File: src/rtl/seg_pkg.sv
// seg_pkg: shared types and constants for the 7-segment scan controller.
//   seg_state_e     : scan FSM states (OFF, ON, GUARD)
//   SEG_BLANK       : all-segments-off pattern
//   DEF_NUM_DIGITS  : default digit count
//   DEF_REFRESH_DIV : default clock cycles each digit stays lit
package seg_pkg;

  typedef enum logic [1:0] {
    ST_OFF   = 2'd0,
    ST_ON    = 2'd1,
    ST_GUARD = 2'd2
  } seg_state_e;

  localparam logic [6:0] SEG_BLANK       = 7'b0000000;
  localparam int         DEF_NUM_DIGITS  = 4;
  localparam int         DEF_REFRESH_DIV = 50000;

endpackage

File: src/rtl/seg_scan_ctrl_if.sv
// seg_scan_ctrl_if: valid/ready load channel carrying a packed hex display value.
//   load_valid : source offers a new value (held until accepted)
//   load_value : nibble k drives digit k, digit 0 least significant
//   load_ready : sink staging buffer is empty
// Modports: master (value source), slave (scan controller).
interface seg_scan_ctrl_if #(
  parameter int NUM_DIGITS = 4
);

  logic                    load_valid;
  logic [4*NUM_DIGITS-1:0] load_value;
  logic                    load_ready;

  modport master (output load_valid, output load_value, input load_ready);
  modport slave  (input load_valid, input load_value, output load_ready);

endinterface

File: src/rtl/hex2seg.sv
// hex2seg: combinational hex digit to 7-segment pattern decoder.
//   i_hex : 4-bit value 0..F
//   o_seg : active-high segments, bit 6 = a ... bit 0 = g
module hex2seg (
  input  logic [3:0] i_hex,
  output logic [6:0] o_seg
);

  always_comb begin
    o_seg = 7'b0000000;
    case (i_hex)
      4'h0: o_seg = 7'b1111110;
      4'h1: o_seg = 7'b0110000;
      4'h2: o_seg = 7'b1101101;
      4'h3: o_seg = 7'b1111001;
      4'h4: o_seg = 7'b0110011;
      4'h5: o_seg = 7'b1011011;
      4'h6: o_seg = 7'b1011111;
      4'h7: o_seg = 7'b1110000;
      4'h8: o_seg = 7'b1111111;
      4'h9: o_seg = 7'b1111011;
      4'hA: o_seg = 7'b1110111;
      4'hB: o_seg = 7'b0011111;
      4'hC: o_seg = 7'b1001110;
      4'hD: o_seg = 7'b0111101;
      4'hE: o_seg = 7'b1001111;
      4'hF: o_seg = 7'b1000111;
      default: o_seg = 7'b0000000;
    endcase
  end

endmodule

File: src/rtl/seg_scan_ctrl.sv
// seg_scan_ctrl: time-multiplexed scan controller for common-anode 7-segment digits.
// A value arrives over load_if, is staged in a pending buffer and copied into the
// displayed shadow only at a frame boundary (or at once while the display is off),
// so a frame never shows a mix of old and new digits. Each digit is lit for
// REFRESH_DIV cycles followed by one dark guard cycle against ghosting.
//   clk        : system clock, rising edge
//   rst_n      : asynchronous active-low reset
//   enable     : 1 = scan, 0 = display off
//   load_if    : slave side of the valid/ready load channel
//   seg        : segment drive, active-high, bit 6 = a ... bit 0 = g (registered)
//   digit_en   : one-hot digit select, active-high (registered)
//   frame_done : one-cycle pulse at the end of the last digit's slot (registered)
// Optional build macro SEG_LZB_EN: leading-zero blanking of digits above digit 0.
module seg_scan_ctrl
  import seg_pkg::*;
#(
  parameter int NUM_DIGITS  = DEF_NUM_DIGITS,
  parameter int REFRESH_DIV = DEF_REFRESH_DIV
) (
  input  logic                  clk,
  input  logic                  rst_n,
  input  logic                  enable,
  seg_scan_ctrl_if.slave        load_if,
  output logic [6:0]            seg,
  output logic [NUM_DIGITS-1:0] digit_en,
  output logic                  frame_done
);

  localparam int IDX_W  = (NUM_DIGITS > 1) ? $clog2(NUM_DIGITS) : 1;
  localparam int TICK_W = $clog2(REFRESH_DIV);
  localparam logic [IDX_W-1:0]  IDX_LAST  = IDX_W'(NUM_DIGITS - 1);
  localparam logic [TICK_W-1:0] TICK_LAST = TICK_W'(REFRESH_DIV - 1);

  seg_state_e              r_state;
  logic [IDX_W-1:0]        r_idx;
  logic [TICK_W-1:0]       r_tick;
  logic [4*NUM_DIGITS-1:0] r_shadow;
  logic [4*NUM_DIGITS-1:0] r_pending;
  logic                    r_pend_vld;
  logic [6:0]              r_seg;
  logic [NUM_DIGITS-1:0]   r_digit_en;
  logic                    r_frame_done;

  logic [3:0]              w_nib;
  logic [6:0]              w_seg_dec;
  logic [NUM_DIGITS-1:0]   w_onehot;
  logic                    w_blank;
  logic                    w_boundary;
  logic                    w_commit;
  logic                    w_accept;

  assign load_if.load_ready = !r_pend_vld;
  assign seg        = r_seg;
  assign digit_en   = r_digit_en;
  assign frame_done = r_frame_done;

  // Guard cycle of the last digit while still enabled is the frame boundary.
  assign w_boundary = (r_state == ST_GUARD) && (r_idx == IDX_LAST) && enable;
  assign w_commit   = r_pend_vld && ((r_state == ST_OFF) || w_boundary);
  assign w_accept   = load_if.load_valid && !r_pend_vld;

  // Single shared decoder, fed by the nibble of the digit being scanned.
  always_comb begin
    w_nib    = 4'h0;
    w_onehot = '0;
    for (int i = 0; i < NUM_DIGITS; i++) begin
      if (r_idx == IDX_W'(i)) begin
        w_nib       = r_shadow[4*i +: 4];
        w_onehot[i] = 1'b1;
      end
    end
  end

  hex2seg u_hex2seg (
    .i_hex (w_nib),
    .o_seg (w_seg_dec)
  );

`ifdef SEG_LZB_EN
  // A digit above 0 is blanked when it and every more significant nibble are zero.
  always_comb begin
    w_blank = 1'b0;
    for (int i = 1; i < NUM_DIGITS; i++) begin
      if ((r_idx == IDX_W'(i)) && ((r_shadow >> (4*i)) == '0)) w_blank = 1'b1;
    end
  end
`else
  assign w_blank = 1'b0;
`endif

  // Staging and double-buffer: accept and commit never coincide, because
  // accept needs an empty pending buffer and commit needs a full one.
  always_ff @(posedge clk or negedge rst_n) begin
    if (!rst_n) begin
      r_shadow   <= '0;
      r_pending  <= '0;
      r_pend_vld <= 1'b0;
    end else begin
      if (w_commit) begin
        r_shadow   <= r_pending;
        r_pend_vld <= 1'b0;
      end
      if (w_accept) begin
        r_pending  <= load_if.load_value;
        r_pend_vld <= 1'b1;
      end
    end
  end

  // Scan FSM with registered outputs; outputs reflect the state before the edge.
  always_ff @(posedge clk or negedge rst_n) begin
    if (!rst_n) begin
      r_state      <= ST_OFF;
      r_idx        <= '0;
      r_tick       <= '0;
      r_seg        <= SEG_BLANK;
      r_digit_en   <= '0;
      r_frame_done <= 1'b0;
    end else begin
      r_seg        <= SEG_BLANK;
      r_digit_en   <= '0;
      r_frame_done <= 1'b0;
      case (r_state)
        ST_OFF: begin
          r_idx  <= '0;
          r_tick <= '0;
          if (enable) r_state <= ST_ON;
        end
        ST_ON: begin
          if (!w_blank) begin
            r_seg      <= w_seg_dec;
            r_digit_en <= w_onehot;
          end
          if (r_tick == TICK_LAST) begin
            r_tick  <= '0;
            r_state <= ST_GUARD;
          end else begin
            r_tick <= r_tick + 1'b1;
          end
        end
        ST_GUARD: begin
          r_idx        <= (r_idx == IDX_LAST) ? '0 : r_idx + 1'b1;
          r_frame_done <= (r_idx == IDX_LAST);
          r_state      <= ST_ON;
        end
        default: r_state <= ST_OFF;
      endcase
      // Disabling aborts the frame from any state without a frame_done pulse.
      if (!enable) begin
        r_state      <= ST_OFF;
        r_idx        <= '0;
        r_tick       <= '0;
        r_frame_done <= 1'b0;
      end
    end
  end

endmodule

File: src/flat_wrapper.sv
// flat-port wrapper written by rule: the top's interface ports become plain ports
module seg_scan_ctrl_flat import seg_pkg::*;
#(
  parameter int NUM_DIGITS  = DEF_NUM_DIGITS,
  parameter int REFRESH_DIV = DEF_REFRESH_DIV
)
  (clk, rst_n, enable, seg, digit_en, frame_done, load_if_load_valid, load_if_load_value, load_if_load_ready);
  seg_scan_ctrl_if #(.NUM_DIGITS(NUM_DIGITS)) load_if_i ();
  input  logic clk;
  input  logic rst_n;
  input  logic enable;
  output logic [6:0] seg;
  output logic [NUM_DIGITS-1:0] digit_en;
  output logic frame_done;
  input wire logic [$bits(load_if_i.load_valid)-1:0] load_if_load_valid;
  input wire logic [$bits(load_if_i.load_value)-1:0] load_if_load_value;
  output wire logic [$bits(load_if_i.load_ready)-1:0] load_if_load_ready;
  assign load_if_i.load_valid = load_if_load_valid;
  assign load_if_i.load_value = load_if_load_value;
  assign load_if_load_ready = load_if_i.load_ready;
  seg_scan_ctrl #(.NUM_DIGITS(NUM_DIGITS), .REFRESH_DIV(REFRESH_DIV)) u_core (.clk(clk), .rst_n(rst_n), .enable(enable), .load_if(load_if_i), .seg(seg), .digit_en(digit_en), .frame_done(frame_done));
endmodule
File: config.mk
export PLATFORM = sky130hd
export DESIGN_NAME = seg_scan_ctrl_flat
export DESIGN_NICKNAME = d
export VERILOG_FILES = /design/src/rtl/seg_pkg.sv /design/src/rtl/seg_scan_ctrl_if.sv /design/src/rtl/hex2seg.sv /design/src/rtl/seg_scan_ctrl.sv /design/src/flat_wrapper.sv
export SDC_FILE = /design/constraint.sdc
export NUM_CORES = 1
export LEC_CHECK = 0
export ABC_AREA = 1
export BUFFER_PORTS_ARGS = -buffer_cell sky130_fd_sc_hd__buf_2
export CAP_MARGIN = 40
export CORE_MARGIN = 8
export CORE_UTILIZATION = 30
export DETAILED_ROUTE_END_ITERATION = 12
export PLACE_DENSITY_LB_ADDON = 0.08
export SETUP_SLACK_MARGIN = 0.1
export SYNTH_ARGS = -nofsm -noshare
export SYNTH_HDL_FRONTEND = slang
export SYNTH_HIERARCHICAL = 1
export SYNTH_SLANG_ARGS = --single-unit
File: constraint.sdc
create_clock -name clk -period 2.73 [get_ports clk]
set_input_delay 0.273 -clock clk [delete_from_list [all_inputs] [get_ports clk]]
set_output_delay 0.273 -clock clk [all_outputs]
set_load 0.01 [all_outputs]
==> impl_summary.txt <==
----------------------------------------------------
[Place]
  Half-perimeter wire length after placement ... roughly 5300 um
  Number of buffers added on ports ... 32
  Final weighted congestion of routability-driven global placement ... roughly 0.78
  Placed cell area ... between 3000 and 4000 um2
  Cell count after placement ... roughly 560

[Clock network]
  CTS H-tree lvls ... 3
  Root Buffer ... sky130_fd_sc_hd__clkbuf_8
  Clock buffer count from CTS ... 9
  Number of gates resized after cts ... 0
  Clock latency reported for the late side of the worst-skew pair ... between 0.3 and 0.4 ns
  Clock tree from TritonCTS ... done
  Clock slew at reported path FFs ... ~0.08 ns
  Cts-stage hold buffer count ... 0
  Number of setup buffers added after CTS ... 0
  CTS sink count ... 65
  CTS Buffer Depth ... 2

[Floorplanning]
  Ports placed on the boundary ... 33
  Die height ... roughly 120 um
  Horizontal extent of the die ... 119.9 um
  Number of cell rows ... 38
  Core footprint ... approximately 11000 um2
  Die footprint ... ~14000 um2
  Initial core utilization ... a little under a third

[Critical path]
  Crit path capture type ... register
  Crit path arrival time ... 2.42 ns
  Worst endpoint required time ... 2.95 ns
  CP Launch Type ... register
  Critical path class ... register to register
  Maximum net fanout on the critical path ... 5

[Logic synthesis]
  Area of the mapped netlist ... 3239 um2
  Mean instance size in the synthesized netlist ... roughly 8.4 um2
  Share of synthesized cell area in and, or, nand and nor gates ... between 20% and 30%
  Number of warnings reported in the yosys synthesis log ... 6
  Most common cell in the netlist ... sky130_fd_sc_hd__nand2_1
  Proportion of synthesized flip-flops having asynchronous set or reset ... between 90% and 100%
  Top cell type by total area after synthesis ... sky130_fd_sc_hd__dfrtp_1
  Sequential fraction of the synthesis area ... roughly half
  Flip-flop and latch count after synthesis ... between 60 and 70
  Post-synthesis share of cell area spent on xor and xnor gates ... under 10%
  Number of instances in the synthesized netlist ... just under 400
  Dominant combinational cell family by area after synthesis ... simple AND/OR/NAND/NOR gates
  Syn nets ... around 420
  Number of enable flip-flop cells after synthesis ... 0
  Synth top area share ... 50.21%
  Post-synthesis compound-gate area fraction ... around 4.4%
  Largest cells by area after synthesis ... sky130_fd_sc_hd__dfrtp_1, sky130_fd_sc_hd__nand2_1, sky130_fd_sc_hd__mux2_2
  Distinct cell type count of the synthesized netlist ... 25
  Synth cell count leaders ... sky130_fd_sc_hd__nand2_1, sky130_fd_sc_hd__dfrtp_1, sky130_fd_sc_hd__nor2_1
  Post-Synth Adder-Cell Area ... about 4.6%
  Multiplexer share of the synthesized area ... between 5 and 6%
  Leading register cell type out of synthesis ... sky130_fd_sc_hd__dfrtp_1

[Global routing]
  Antenna violations before repair ... 0
  Pin count of the biggest net entering global routing ... 34
  Global-route wire length before repair ... around 13000 um
  Overflow after GRT ... 0
  GRT Overall Usage ... between 10 and 15%
  Number of global-route vias before repair ... 2640

[Drt]
  Post-detailed-route via-to-cell ratio ... 4.378
  Initial detailed-routing violation count ... approximately 110
  Post-detailed-route wirelength per cell ... about 13 um
  Routed vias ... approximately 2500
  Number of antenna-violating nets in the routed design ... 0
  First-pass DRT Iterations ... 4
  Wire length reported by the detailed router ... around 7300 um
  Remaining routing DRC violations ... 0

[STA]
  Number of max-slew violations in the final report ... 0
  Clock tree skew after final layout ... between 0.008 and 0.009 ns
  Min Clock Period, post-route ... about 2.2 ns
  Hold Violations, Final ... 3
  Setup total negative slack ... 0 ns
  Unrepaired setup endpoints after global routing ... no
  Transition time at the pin with the least slew margin ... 0.7744 ns
  Final period utilization ... 80.47%
  Final Setup Violations ... 0
  Final Hold Slack ... -0.0009829 ns
  F_max ... between 0.4 and 0.5 GHz
  Worst slew margin ... between 40% and 50%

[Flow run]
  Max_cap viols ... 0

[Layout]
  Number of nets in the final layout ... between 400 and 500
  Share of layout cells above drive strength 1 ... a little under a fifth
  Area growth from synthesis to layout ... 17.81%
  Fin cells ... approximately 570
  Number of antenna diodes ... 0
  Summed area of non-filler cells in the final layout ... around 3800 um2

[Status]
  Run status ... finished with violations
  Violations in the final reports ... hold timing

[Power]
  Peak VDD IR ... 0.3152 mV
  Static Leak ... between 1.5 and 2 nW
  Total power divided by cell area ... roughly 860 nW/um2

[Min path]
  Type of the most critical hold path ... primary input to asynchronous set/reset pin

----------------------------------------------------
sequential cells by signal, summed over array words and instances (netlist names):
register / cells
u_core/digit_en: 4
u_core/frame_done: 1
u_core/r_idx: 2
u_core/r_pend_vld: 1
u_core/r_pending: 16
u_core/r_shadow: 16
u_core/r_state: 2
u_core/r_tick: 16
u_core/seg: 7
placed cells by master (no fill, tap or decap), types with 6 or more instances in the layout:
| master | netlist | final |
|---|---|---|
| sky130_fd_sc_hd__a21oi_1 | 6 | 6 |
| sky130_fd_sc_hd__clkbuf_8 | 0 | 9 |
| sky130_fd_sc_hd__buf_2 | 1 | 32 |
| sky130_fd_sc_hd__dfrtp_1 | 65 | 65 |
| sky130_fd_sc_hd__o21ai_0 | 15 | 15 |
| sky130_fd_sc_hd__nand3_1 | 21 | 21 |
| sky130_fd_sc_hd__inv_1 | 36 | 36 |
| sky130_fd_sc_hd__ha_1 | 12 | 12 |
| sky130_fd_sc_hd__nand2_1 | 137 | 137 |
| sky130_fd_sc_hd__nor2_1 | 47 | 47 |
| sky130_fd_sc_hd__mux2_2 | 16 | 16 |
worst max-delay path: stages, from the launching register on:
cell and delay [ns]:
sky130_fd_sc_hd__dfrtp_1 0.37, sky130_fd_sc_hd__inv_1 0.08, sky130_fd_sc_hd__ha_1 0.23, sky130_fd_sc_hd__inv_1 0.14, sky130_fd_sc_hd__nand3_1 0.08, sky130_fd_sc_hd__nand2_1 0.07, sky130_fd_sc_hd__o21ai_0 0.07, sky130_fd_sc_hd__o21ai_0 0.15
sky130_fd_sc_hd__buf_4 0.15, sky130_fd_sc_hd__inv_1 0.08, sky130_fd_sc_hd__ha_1 0.29, sky130_fd_sc_hd__nand2_1 0.07, sky130_fd_sc_hd__o21ai_0 0.08, sky130_fd_sc_hd__nand2_1 0.06, sky130_fd_sc_hd__nand2_1 0.05, sky130_fd_sc_hd__inv_1 0.05
sky130_fd_sc_hd__nor2_1 0.03
cell type report:
type / instances / area (um2)
multi-input cells: 276 / 1406
clock inverters: 6 / 115.1
fillers: 1158 / 6882
repair buffers: 37 / 210.2
clock buffers: 10 / 127.6
well taps: 140 / 175.2
flip-flops and latches: 65 / 1627
inverters: 40 / 155.1
where the power goes:
part / total, W / leakage [nW] / switching (W) / internal, W
clock: 0.00101 / 0.117 / 0.000401 / 0.000612
combinational: 0.000935 / 0.995 / 0.000549 / 0.000385
sequential: 0.00135 / 0.831 / 0.000137 / 0.00121
worst paths after layout:
path | endpoint | slack [ns] | depth (start not counted) | from
max | u_core/seg[3]$_DFF_PN0_ | 0.53 | 16 | u_core/r_idx[1]$_DFFE_PN0P_
min | u_core/r_pending[14]$_DFFE_PN0P_ | -0.001 | 1 | rst_n
max reg2reg | u_core/seg[3]$_DFF_PN0_ | 0.53 | 16 | u_core/r_idx[1]$_DFFE_PN0P_
min reg2reg | u_core/r_shadow[2]$_DFFE_PN0P_ | 0.46 | 2 | u_core/r_pending[2]$_DFFE_PN0P_
max in group asynchronous | u_core/r_state[0]$_DFFE_PN0P_ | 2.07 | 2 | rst_n
min in group clk | u_core/r_pending[14]$_DFFE_PN0P_ | 0.15 | 2 | load_if_load_value[14]
cells by family (layout without fill, tap and decap cells):
group / Yosys count / count (layout)
fa+ha+maj: 12 / 12
simple gates: 217 / 217
mux: 16 / 16
buf+inv: 46 / 93
compound gates: 26 / 26
xor+xnor: 5 / 5
flops: 65 / 65
routing by layer:
layer  part of all wire [%]  GRT usage [%]  up-vias
met5                      0              0        -
met1                     47          13.59     1178
met2                     47          18.02       39
met4                    1.5          4.372        0
li1                       -              -     1286
met3                    4.6          3.382       10
through the flow:
step / worst slack (ns) / total power, W / utilization [%]
after floorplan: 0.5311 / 0.002012 / -
after global placement: 0.6039 / 0.002315 / 33.40
after detailed placement: 0.5600 / 0.002316 / 33.40
after CTS: 0.5424 / 0.003363 / 35.67
after global routing: 0.2208 / 0.003569 / 35.67
final: 0.5331 / 0.003295 / 35.67
No activity file was read; power rests on OpenSTA's default activity.
